==> src/rtl/state_dumper_pkg.sv <==
// Shared definitions for the state dumper: FSM encoding, record-source
// encodings and the packed output record layout.
package state_dumper_pkg;

   // Dump sequencer states
   typedef enum logic [1:0] {
      ST_IDLE = 2'd0,
      ST_GPR  = 2'd1,
      ST_DM   = 2'd2,
      ST_FIN  = 2'd3
   } dump_state_t;

   // Record source encodings presented on out_sel
   localparam logic SEL_GPR = 1'b0;
   localparam logic SEL_DM  = 1'b1;

   // Field widths
   localparam int GPR_AW = 5;
   localparam int DM_AW  = 10;
   localparam int IDX_W  = 10;
   localparam int DATA_W = 32;
   localparam int REC_W  = 1 + IDX_W + DATA_W;

   // One output record: source, index and captured value (43 bits)
   typedef struct packed {
      logic              sel;
      logic [IDX_W-1:0]  index;
      logic [DATA_W-1:0] data;
   } dump_rec_t;

   // Index of the record following idx within the same source
   function automatic logic [IDX_W-1:0] next_index(input logic [IDX_W-1:0] idx);
      return idx + 10'd1;
   endfunction

endpackage

==> src/rtl/state_dumper.sv <==
// State dumper: on a start request, streams the first NUM_GPR register-file
// entries followed by the first NUM_DM data-memory words as valid/ready
// records. The record register is loaded on the same edge that the previous
// record transfers, so a consumer holding out_ready high gets one record per
// cycle with no bubble at the register-file / data-memory boundary.
module state_dumper
   import state_dumper_pkg::*;
#(
   parameter int NUM_GPR = 10,
   parameter int NUM_DM  = 10
) (
   input  logic              clock,
   input  logic              reset,
   input  logic              start,
   output logic [GPR_AW-1:0] gpr_raddr,
   input  logic [DATA_W-1:0] gpr_rdata,
   output logic [DM_AW-1:0]  dm_raddr,
   input  logic [DATA_W-1:0] dm_rdata,
   output logic              out_valid,
   input  logic              out_ready,
   output logic              out_sel,
   output logic [IDX_W-1:0]  out_index,
   output logic [DATA_W-1:0] out_data,
   output logic              busy,
   output logic              done
);

   // Index of the final record of each phase
   localparam logic [IDX_W-1:0] GPR_LAST = IDX_W'(NUM_GPR - 1);
   localparam logic [IDX_W-1:0] DM_LAST  = IDX_W'(NUM_DM - 1);

   dump_state_t      r_state;
   dump_state_t      w_state_next;
   dump_rec_t        r_rec;
   dump_rec_t        w_rec_next;
   logic             r_valid;
   logic             w_valid_next;

   logic             w_xfer;
   logic             w_gpr_last;
   logic             w_dm_last;
   logic [IDX_W-1:0] w_index_inc;

   // A record leaves only when it is actually presented and accepted;
   // out_ready alone has no effect.
   assign w_xfer      = r_valid & out_ready;
   assign w_gpr_last  = (r_rec.index == GPR_LAST);
   assign w_dm_last   = (r_rec.index == DM_LAST);
   assign w_index_inc = next_index(r_rec.index);

   assign out_valid = r_valid;
   assign out_sel   = r_rec.sel;
   assign out_index = r_rec.index;
   assign out_data  = r_rec.data;

   // State register; reset overrides everything, including a running dump
   always_ff @(posedge clock) begin
      if (reset) begin
         r_state <= ST_IDLE;
      end else begin
         r_state <= w_state_next;
      end
   end

   // Next-state logic: phases advance only on transfer of their last record
   always_comb begin
      w_state_next = r_state;
      case (r_state)
         ST_IDLE: begin
            if (start) begin
               w_state_next = ST_GPR;
            end
         end
         ST_GPR: begin
            if (w_xfer && w_gpr_last) begin
               w_state_next = ST_DM;
            end
         end
         ST_DM: begin
            if (w_xfer && w_dm_last) begin
               w_state_next = ST_FIN;
            end
         end
         ST_FIN: begin
            w_state_next = ST_IDLE;
         end
         default: begin
            w_state_next = ST_IDLE;
         end
      endcase
   end

   // Next record: loaded on start or on a transfer, otherwise held so a
   // stalled record stays stable and is never re-read.
   always_comb begin
      w_rec_next   = r_rec;
      w_valid_next = r_valid;
      case (r_state)
         ST_IDLE: begin
            if (start) begin
               w_valid_next     = 1'b1;
               w_rec_next.sel   = SEL_GPR;
               w_rec_next.index = '0;
               w_rec_next.data  = gpr_rdata;
            end
         end
         ST_GPR: begin
            if (w_xfer) begin
               w_valid_next = 1'b1;
               if (w_gpr_last) begin
                  // Hand over straight to data-memory word 0
                  w_rec_next.sel   = SEL_DM;
                  w_rec_next.index = '0;
                  w_rec_next.data  = dm_rdata;
               end else begin
                  w_rec_next.sel   = SEL_GPR;
                  w_rec_next.index = w_index_inc;
                  w_rec_next.data  = gpr_rdata;
               end
            end
         end
         ST_DM: begin
            if (w_xfer) begin
               if (w_dm_last) begin
                  w_valid_next = 1'b0;
               end else begin
                  w_valid_next     = 1'b1;
                  w_rec_next.sel   = SEL_DM;
                  w_rec_next.index = w_index_inc;
                  w_rec_next.data  = dm_rdata;
               end
            end
         end
         ST_FIN: begin
            w_valid_next = 1'b0;
         end
         default: begin
            w_valid_next = 1'b0;
         end
      endcase
   end

   // Output record holding register; reset discards any pending record
   always_ff @(posedge clock) begin
      if (reset) begin
         r_rec   <= '0;
         r_valid <= 1'b0;
      end else begin
         r_rec   <= w_rec_next;
         r_valid <= w_valid_next;
      end
   end

   // Status flags and read addresses. Each address points at the record
   // that would be loaded next; the address of the inactive source is 0.
   always_comb begin
      busy      = 1'b0;
      done      = 1'b0;
      gpr_raddr = '0;
      dm_raddr  = '0;
      case (r_state)
         ST_IDLE: begin
            // Next load on start is register 0, already addressed by 0
            gpr_raddr = '0;
         end
         ST_GPR: begin
            busy = 1'b1;
            if (!w_gpr_last) begin
               gpr_raddr = w_index_inc[GPR_AW-1:0];
            end
            // On the last register, dm_raddr = 0 addresses word 0
         end
         ST_DM: begin
            busy = 1'b1;
            if (!w_dm_last) begin
               dm_raddr = w_index_inc;
            end
         end
         ST_FIN: begin
            done = 1'b1;
         end
         default: begin
            busy = 1'b0;
         end
      endcase
   end

endmodule

==> config.mk <==
export PLATFORM = sky130hd
export DESIGN_NAME = state_dumper
export DESIGN_NICKNAME = d
export VERILOG_FILES = /design/src/rtl/state_dumper_pkg.sv /design/src/rtl/state_dumper.sv
export SDC_FILE = /design/constraint.sdc
export NUM_CORES = 1
export LEC_CHECK = 0
export CAP_MARGIN = 20
export CORE_ASPECT_RATIO = 0.8
export CORE_MARGIN = 5
export CORE_UTILIZATION = 44
export DETAILED_ROUTE_END_ITERATION = 12
export HOLD_SLACK_MARGIN = 0.05
export PLACE_DENSITY = 0.91
export SYNTH_ARGS = -nofsm -noshare
export SYNTH_HDL_FRONTEND = slang
export SYNTH_SLANG_ARGS = --single-unit
==> constraint.sdc <==
create_clock -name clock -period 4.89 [get_ports clock]
set_clock_uncertainty 0.15 [all_clocks]
set_input_delay 1.2225 -clock clock [delete_from_list [all_inputs] [get_ports clock]]
set_output_delay 1.2225 -clock clock [all_outputs]
set_load 0.05 [all_outputs]
### Yosys cells after proc, flatten, opt, wreduce, memory -nomap -nowiden

Index checks and enable logic that the tools add are counted.

| operators by class | value |
|---|---|
| add/sub/neg operators | 1 |
| equality and inequality tests | 10 |
| mux-type cells | 21 |
| bitwise operators | 1 |
| reduce and logical (&&, ||, !) cells | 7 |

Operators with widths:

| kind | count |
|---|---|
| two-way mux 43 bit | 5 |
| case mux 43 bit (3 select lines) | 1 |
| two-way mux 10 bit | 2 |
| inequality test 2 bit, second input constant | 6 |
| adder 10 x 1 -> 10 bit, second input constant | 1 |
| == test 10 x 4 -> 1 bit, second input constant | 1 |
| two-way mux 5 bit | 2 |
| case mux 2 bit (4 select lines) | 1 |
| two-way mux 1 bit | 6 |
| two-way mux 2 bit | 3 |
| AND reduction 3 bit | 2 |
| AND reduction 5 bit | 1 |
| == test 2 bit, second input constant | 2 |
| case mux 1 bit (4 select lines) | 1 |
| nonzero test 3 bit | 1 |
| == test 2 x 1 -> 1 bit, second input constant | 1 |
| zero test 2 bit | 1 |
| OR reduction 2 bit | 1 |
| bitwise AND 1 bit | 1 |
| logical AND 1 bit | 1 |

| storage, ports and cells | value |
|---|---|
| register bits after elaboration | 46 |
| input bits | 68 |
| logic and storage cells | 45 |

### Logic depth before layout (Yosys ltp)

Gate-level depths: netlist (run 1).

| depth | value |
|---|---|
| depth after elaboration | 4 |
| mapped depth | 8 |
| mapped depth without buffers | 6 |

### Worst setup path before layout (run 1)

No wires, ideal clock.

| path | value |
|---|---|
| kind | reg-to-output |
| start | reg r_rec (netlist bit out_index[0]) |
| end | out dm_raddr[6] |
| arrival time | 2.698 ns |
| required time | 3.518 ns |
| setup slack | 0.820 ns |
| stages on the path, launching flop included | 5 |
| path buffers | 0 |
| path through | dfxtp_1 > ha_1 > nand4_1 > or3_1 > a21boi_0 |

| on the way | value |
|---|---|
| longest elaborated chain between the ends | 3 |
| elaborated cells on any way between the ends | 4 |
| those cells by class | 1 x add/sub; 1 x eq/ne; 2 x mux |

Ends and longest elaborated chain:

| what | RTL line | text |
|---|---|---|
| start, declared | state_dumper.sv:34 | `dump_rec_t r_rec;` |
| start signal, assigned | state_dumper.sv:149 | `r_rec <= w_rec_next;` |
| adder 10 x 1 -> 10 bit or == test 10 x 4 -> 1 bit (tied branches) | state_dumper_pkg.sv:33, state_dumper.sv:48 |  |
| two-way mux 10 bit (*) | state_dumper.sv:175 | `if (!w_dm_last) begin` |
| two-way mux 10 bit (*) | state_dumper.sv:161 | `case (r_state)` |
| end, declared | state_dumper.sv:17 | `output logic [DM_AW-1:0] dm_raddr,` |

Every way passes the cells marked *; elsewhere a longest branch is shown, timed or not.

### Final worst setup path (run 1)

Ends and elaborated chain as after synthesis.

==> impl_metrics.toml, run 1 <==
[run_status]
status = "complete, no violations"

[power]
irDropWorstVdd_mv = 0.376
power-per-cell-area_nw_per_um2 = 644
leakage_nw = 1.35

[synthesis]
synthesis.area_um2 = 2690
ys_types = 45
yosys_warnings = 0
yosysSeqAreaShare_pct = 34.3
ys_async_sr_fraction_pct = 0
synth_top_area_share_pct = 34.3
syn-instance-count = 324
synth_top_area_cell = "dfxtp_1"
synthFlopType = "dfxtp_1"
synth.most_common_cell = "dfxtp_1"
synth_seq_cells = 46
synth.avg_cell_area_um2 = 8.29
netlist_top_cells_area = "dfxtp_1, a311oi_1, nand3b_1, a21oi_1, o21ai_0"
synth_edf_count = 0
synth_common_cells = "dfxtp_1, a21oi_1, a311oi_1, nand3b_1, o21ai_0"
syn_nets = 399

[timing]
fin_crit_sh_pct = 82.6
fin_hold_ws_ns = 0.369
fmaxAchievable_ghz = 0.248
maxSlewViolCount = 0
worstMarginPinSlew_ns = 0.950
setup_tns_ns = 0
layout_min_cycle_time_ns = 4.04
slew_headroom_pct = 36.4
hold_viol = 0
rsz0062_at_grt = "no"
setup_violations = 0

[setup_path]
worstSetupEndpointType = "primary output"
worstSetupPathType = "flip-flop to primary output"
cp.required_ns = 3.52
reg2reg_slack_ns = 2.17
worstPathMaxFanout = 9
start_kind = "flip-flop"
worstPathArrival_ns = 2.67

[finish]
antenna_cells = 0
drive_above_1_share_pct = 5.05
nNetsFinal = 510
final_util_pct = 69.4
syn2layout_area_growth_pct = 52.7

[clock_tree]
cts_made_buffers = 5
cts_resized = 0
cts-root-buf = "clkbuf_8"
path_clk_slew_ns = 0.09
clock_path_buffers = 2
clock-sinks = 46
cts.htree.levels = 2
cts_post_setup_buffers_inserted = 0
insertion_delay_ns = 0.30
cts-hold-fix-buffers = 0
cts_tree = "yes"

[worst_hold_path]
min_path_type = "flip-flop to flip-flop"

[flow_run]
maxCapViolations = 0

[grt]
grt_busiest_layer = "met2"
grt-ovfl-total = 0
grt_first_pass_wirelength_mm = 15.0
grt_usage_pct = 23.5
grt_pass1_vias = 2990
gr-usage-met3_pct = 6.81
gr-usage-met2_pct = 37.6
antenna_found_initial = 0
grt_util_met1_pct = 30.7
grt_max_degree = 43

[floorplanning]
ios = 129
fp.dieW_um = 97.3
die_h_um = 79.9
rows = 25
die_area_um2 = 7770
initial_utilization_pct = 45.4
fp.coreArea_um2 = 5910

[placement]
gp_congestion = 0.932
port_buffers = 128
dp_hpwl_mm = 6.44

[routing]
ant_nets = 0
vias_per_cell = 5.95
detail_route.wl_per_cell_um = 17.7
drc = 0
vias = 3077
drtIter0Drc = 281
firstDrtPassIters = 5
wl_mm = 9.17
[final timing paths]
path	startpoint	to	depth (start not counted)
worst max-delay path	out_index[0]	dm_raddr[6]	5
worst max register to register	out_index[1]	out_data[3]	8
worst min-delay path	out_data[31]	out_data[31]	2
worst min register to register	out_data[31]	out_data[31]	2
[registers in the layout, indices dropped and copies added, names as in the netlist]
| name | count |
|---|---|
| r_state | 2 |
| out_data | 32 |
| out_sel | 1 |
| out_index | 10 |
| out_valid | 1 |
[stage by stage]
stage | power (mW) | instances | worst slack (ns) | cell area (um2)
5_1_grt | 2.79 | 517 | 0.611 | 4100
4_1_cts | 2.64 | 516 | 0.861 | 4070
3_3_place_gp | 2.33 | 508 | 1.28 | 3970
2_1_floorplan | 1.81 | 324 | 0.820 | 2690
3_5_place_dp | 2.36 | 508 | 1.20 | 3970
6_report | 2.64 | 517 | 0.851 | 4100
[kinds of logic (layout without fill, tap and decap cells)]
kind of cell,count (synthesis),in the layout,synth area share [%]
flops,46,46,34.3
simple gates,97,97,22.6
compound gates,126,126,30.6
fa+ha+maj,7,7,3.26
xor+xnor,6,6,1.96
buf+inv,42,154,7.36
[layer usage]
layer | routed length, um | up-vias
met5 | 0 | -
met4 | 165 | 0
met3 | 806 | 16
met2 | 4350 | 154
met1 | 3850 | 1458
li1 | - | 1449
[cell usage in the layout (no fill, tap or decap), types with 2 or more instances in the layout]
master           instances
nor2b_1                  3
xnor2_1                  4
o211ai_1                 5
or2_2                    3
nand2b_1                 2
o2111ai_1                5
nor2_1                  17
clkdlybuf4s50_1        128
nor4_1                   2
and2_1                   2
nand3_1                  7
inv_1                   10
nand4_1                  6
clkbuf_1                 2
a211oi_1                 2
o21ai_1                 11
o21ai_0                 24
xor2_1                   2
a31oi_1                  2
a21oi_1                 35
dfxtp_1                 46
nand2_1                 10
nand3b_1                32
or3_1                    2
a311oi_1                32
o2bb2ai_1                2
clkbuf_8                 5
buf_4                    7
ha_1                     7
[area by class of cell]
class                           count  area, um2
Timing Repair Buffer              136       1360
Clock inverter                      1       30.0
Inverter                           10       37.5
Clock buffer                        7       76.3
Multi-Input combinational cell    236       1570
Sequential cell                    46        921
Fill cell                         468       1810
Tap cell                           81        101
[worst max-delay path: stages, from the launching register on]
cell and delay (ns):
dfxtp_1 0.51, ha_1 0.34, nand4_1 0.16, or3_1 0.36, a21boi_0 0.18, clkdlybuf4s50_1 0.82
[power breakdown]
group / total [mW] / switching, mW / leakage (nW) / internal [mW]
registers: 0.626 / 0.0920 / 0.379 / 0.534
clock network: 0.283 / 0.130 / 0.0524 / 0.153
logic: 1.73 / 1.12 / 0.918 / 0.616
(Power assumes the default switching activity.)
==> inputs of run 2 (changes only) <==
CORE_UTILIZATION = 41   (was 44)
PLACE_DENSITY = 0.86   (was 0.91)
clock period = 4.1 ns   (was 4.89 ns; I/O delays follow)
==> run 2 against run 1 <==
Routed wire length up 0.64%. Highest routed layer unchanged. Design area down 0.21%. Critical endpoint unchanged. Critical path type unchanged. Final cell count up 0.58%. Count of clock-buffer cells in the layout unchanged. Sequential share of layout area about the same.
==> impl_metrics.toml, run 2 (synthesis gave the netlist of run 1 again) <==
[timing]
rsz0062_at_grt = "no"
slew_headroom_pct = 29.3
fin_crit_sh_pct = 94.8
hold_viol = 0
setup_violations = 0
fin_ws_ns = 0.212
layout_min_cycle_time_ns = 3.89
fmaxAchievable_ghz = 0.257
worstMarginPinSlew_ns = 1.06
setup_tns_ns = 0
maxSlewViolCount = 0

[finish]
drive_above_1_share_pct = 5.05
antenna_cells = 0
nNetsFinal = 510
syn2layout_area_growth_pct = 52.4
multi_input_area_um2 = 1570
final_common_cell = "clkdlybuf4s50_1"
layout_common_cells = "clkdlybuf4s50_1, dfxtp_1, a21oi_1"
nFillCells = 565
largest_reg_flops = 32
final_cells = 520
regArea_um2 = 921

[setup_path]
startpoint = "out_index[0]"
start_kind = "flip-flop"
worstPathArrival_ns = 2.71
worstPathMaxFanout = 9
rr_startpoint = "out_index[1]"
reg2reg_slack_ns = 1.25
crit_end = "dm_raddr[6]"
worstSetupPathType = "flip-flop to primary output"
cp_slowest_cell = "clkdlybuf4s50_1"
path_cells = "ha_1 > nand4_1 > or3_1 > a21boi_0 > clkdlybuf4s50_1"
cp.required_ns = 2.92
critPathBufInv = 1
path_depth = 5
reg2reg_to = "out_data[8]"
worstSetupEndpointType = "primary output"
cp_top_family = "buffers and inverters"
rr_worst_depth = 8
slowest_delay_ns = 0.85

[floorplanning]
die_h_um = 82.4
die_area_um2 = 8280
fp.coreArea_um2 = 6380
fp.dieW_um = 100
ios = 129
rows = 26
initial_utilization_pct = 42.1

[routing]
vias_per_cell = 5.83
drc = 0
drtIter0Drc = 132
ant_nets = 0
detail_route.wl_per_cell_um = 17.7
wl_mm = 9.23
firstDrtPassIters = 4
vias = 3032

[placement]
dp_hpwl_mm = 6.46
port_buffers = 128
gp_congestion = 0.940
pre_cts_ws_ns = 0.551
placedCellCount = 511

[clock_tree]
cts-root-buf = "clkbuf_8"
clock_path_buffers = 2
clock-sinks = 46
insertion_delay_ns = 0.29
cts_made_buffers = 5
cts-hold-fix-buffers = 0
cts_post_setup_buffers_inserted = 0
cts.htree.levels = 2
path_clk_slew_ns = 0.09
cts_resized = 0
cts_tree = "yes"

[flow_run]
maxCapViolations = 0

[grt]
grt_usage_pct = 21.6
antenna_found_initial = 0
grt-ovfl-total = 0
grt_pass1_vias = 2973
grt_max_degree = 43
grt_first_pass_wirelength_mm = 14.5

[worst_hold_path]
min_path_type = "flip-flop to flip-flop"

[power]
irDropWorstVdd_mv = 0.490
leakage_nw = 1.35
power-per-cell-area_nw_per_um2 = 770

[run_status]
status = "complete, no violations"
run 2: cell counts in the layout (fill, tap and decap cells not counted):
Identical to the previous run, type by type.
run 2: metrics by stage:
stage	total power [mW]	util [%]	hold slack, ns	instance area (um2)
finish	3.15	64.2	0.369	4090
detailed placement	2.82	62.3	0.363	3970
global placement	2.79	62.3	0.357	3970
global route	3.32	64.2	0.389	4090
floorplan	2.16	-	0.365	2690
CTS	3.16	64.0	0.374	4080
run 2: area by class of cell:
cell class                      count  share of cell area [%]
Inverter                           10                   0.917
Tap cell                           84                    2.57
Clock buffer                        7                    1.86
Timing Repair Buffer              136                    33.0
Multi-Input combinational cell    236                    38.5
Clock inverter                      1                   0.734
Sequential cell                    46                    22.5
run 2: power by group:
group / switching (mW) / internal (mW)
registers: 0.107 / 0.637
clock network: 0.152 / 0.183
logic: 1.34 / 0.733
run 2: per-layer routing:
| layer | vias to the layer above | wire [um] | track usage, % |
|---|---|---|---|
| li1 | 1455 | - | - |
| met1 | 1421 | 3810 | 26.3 |
| met2 | 144 | 4440 | 37.8 |
| met3 | 12 | 853 | 5.88 |
| met4 | 0 | 124 | 6.06 |
| met5 | - | 0 | 0 |
run 2: worst register-to-register path, delay by kind of cell, from the launching register on:
kind | cells | cell delay, ns
simple gates | 3 | 1.05
buf+inv | 3 | 0.81
flops | 1 | 0.39
fa+ha+maj | 1 | 0.19
compound gates | 1 | 0.13
run 2: how the worst min path moves through the flow:
stage	endpoint	start	cells past startpoint	slack [ns]
after floorplan	r_state[1]	r_state[1]	2	0.36
after global placement	out_data[26]	out_data[26]	2	0.36
after detailed placement	out_data[31]	out_data[31]	2	0.36
after CTS	out_data[16]	out_data[16]	2	0.37
after global routing	out_data[9]	out_data[9]	2	0.39
final	out_data[25]	out_data[25]	2	0.37
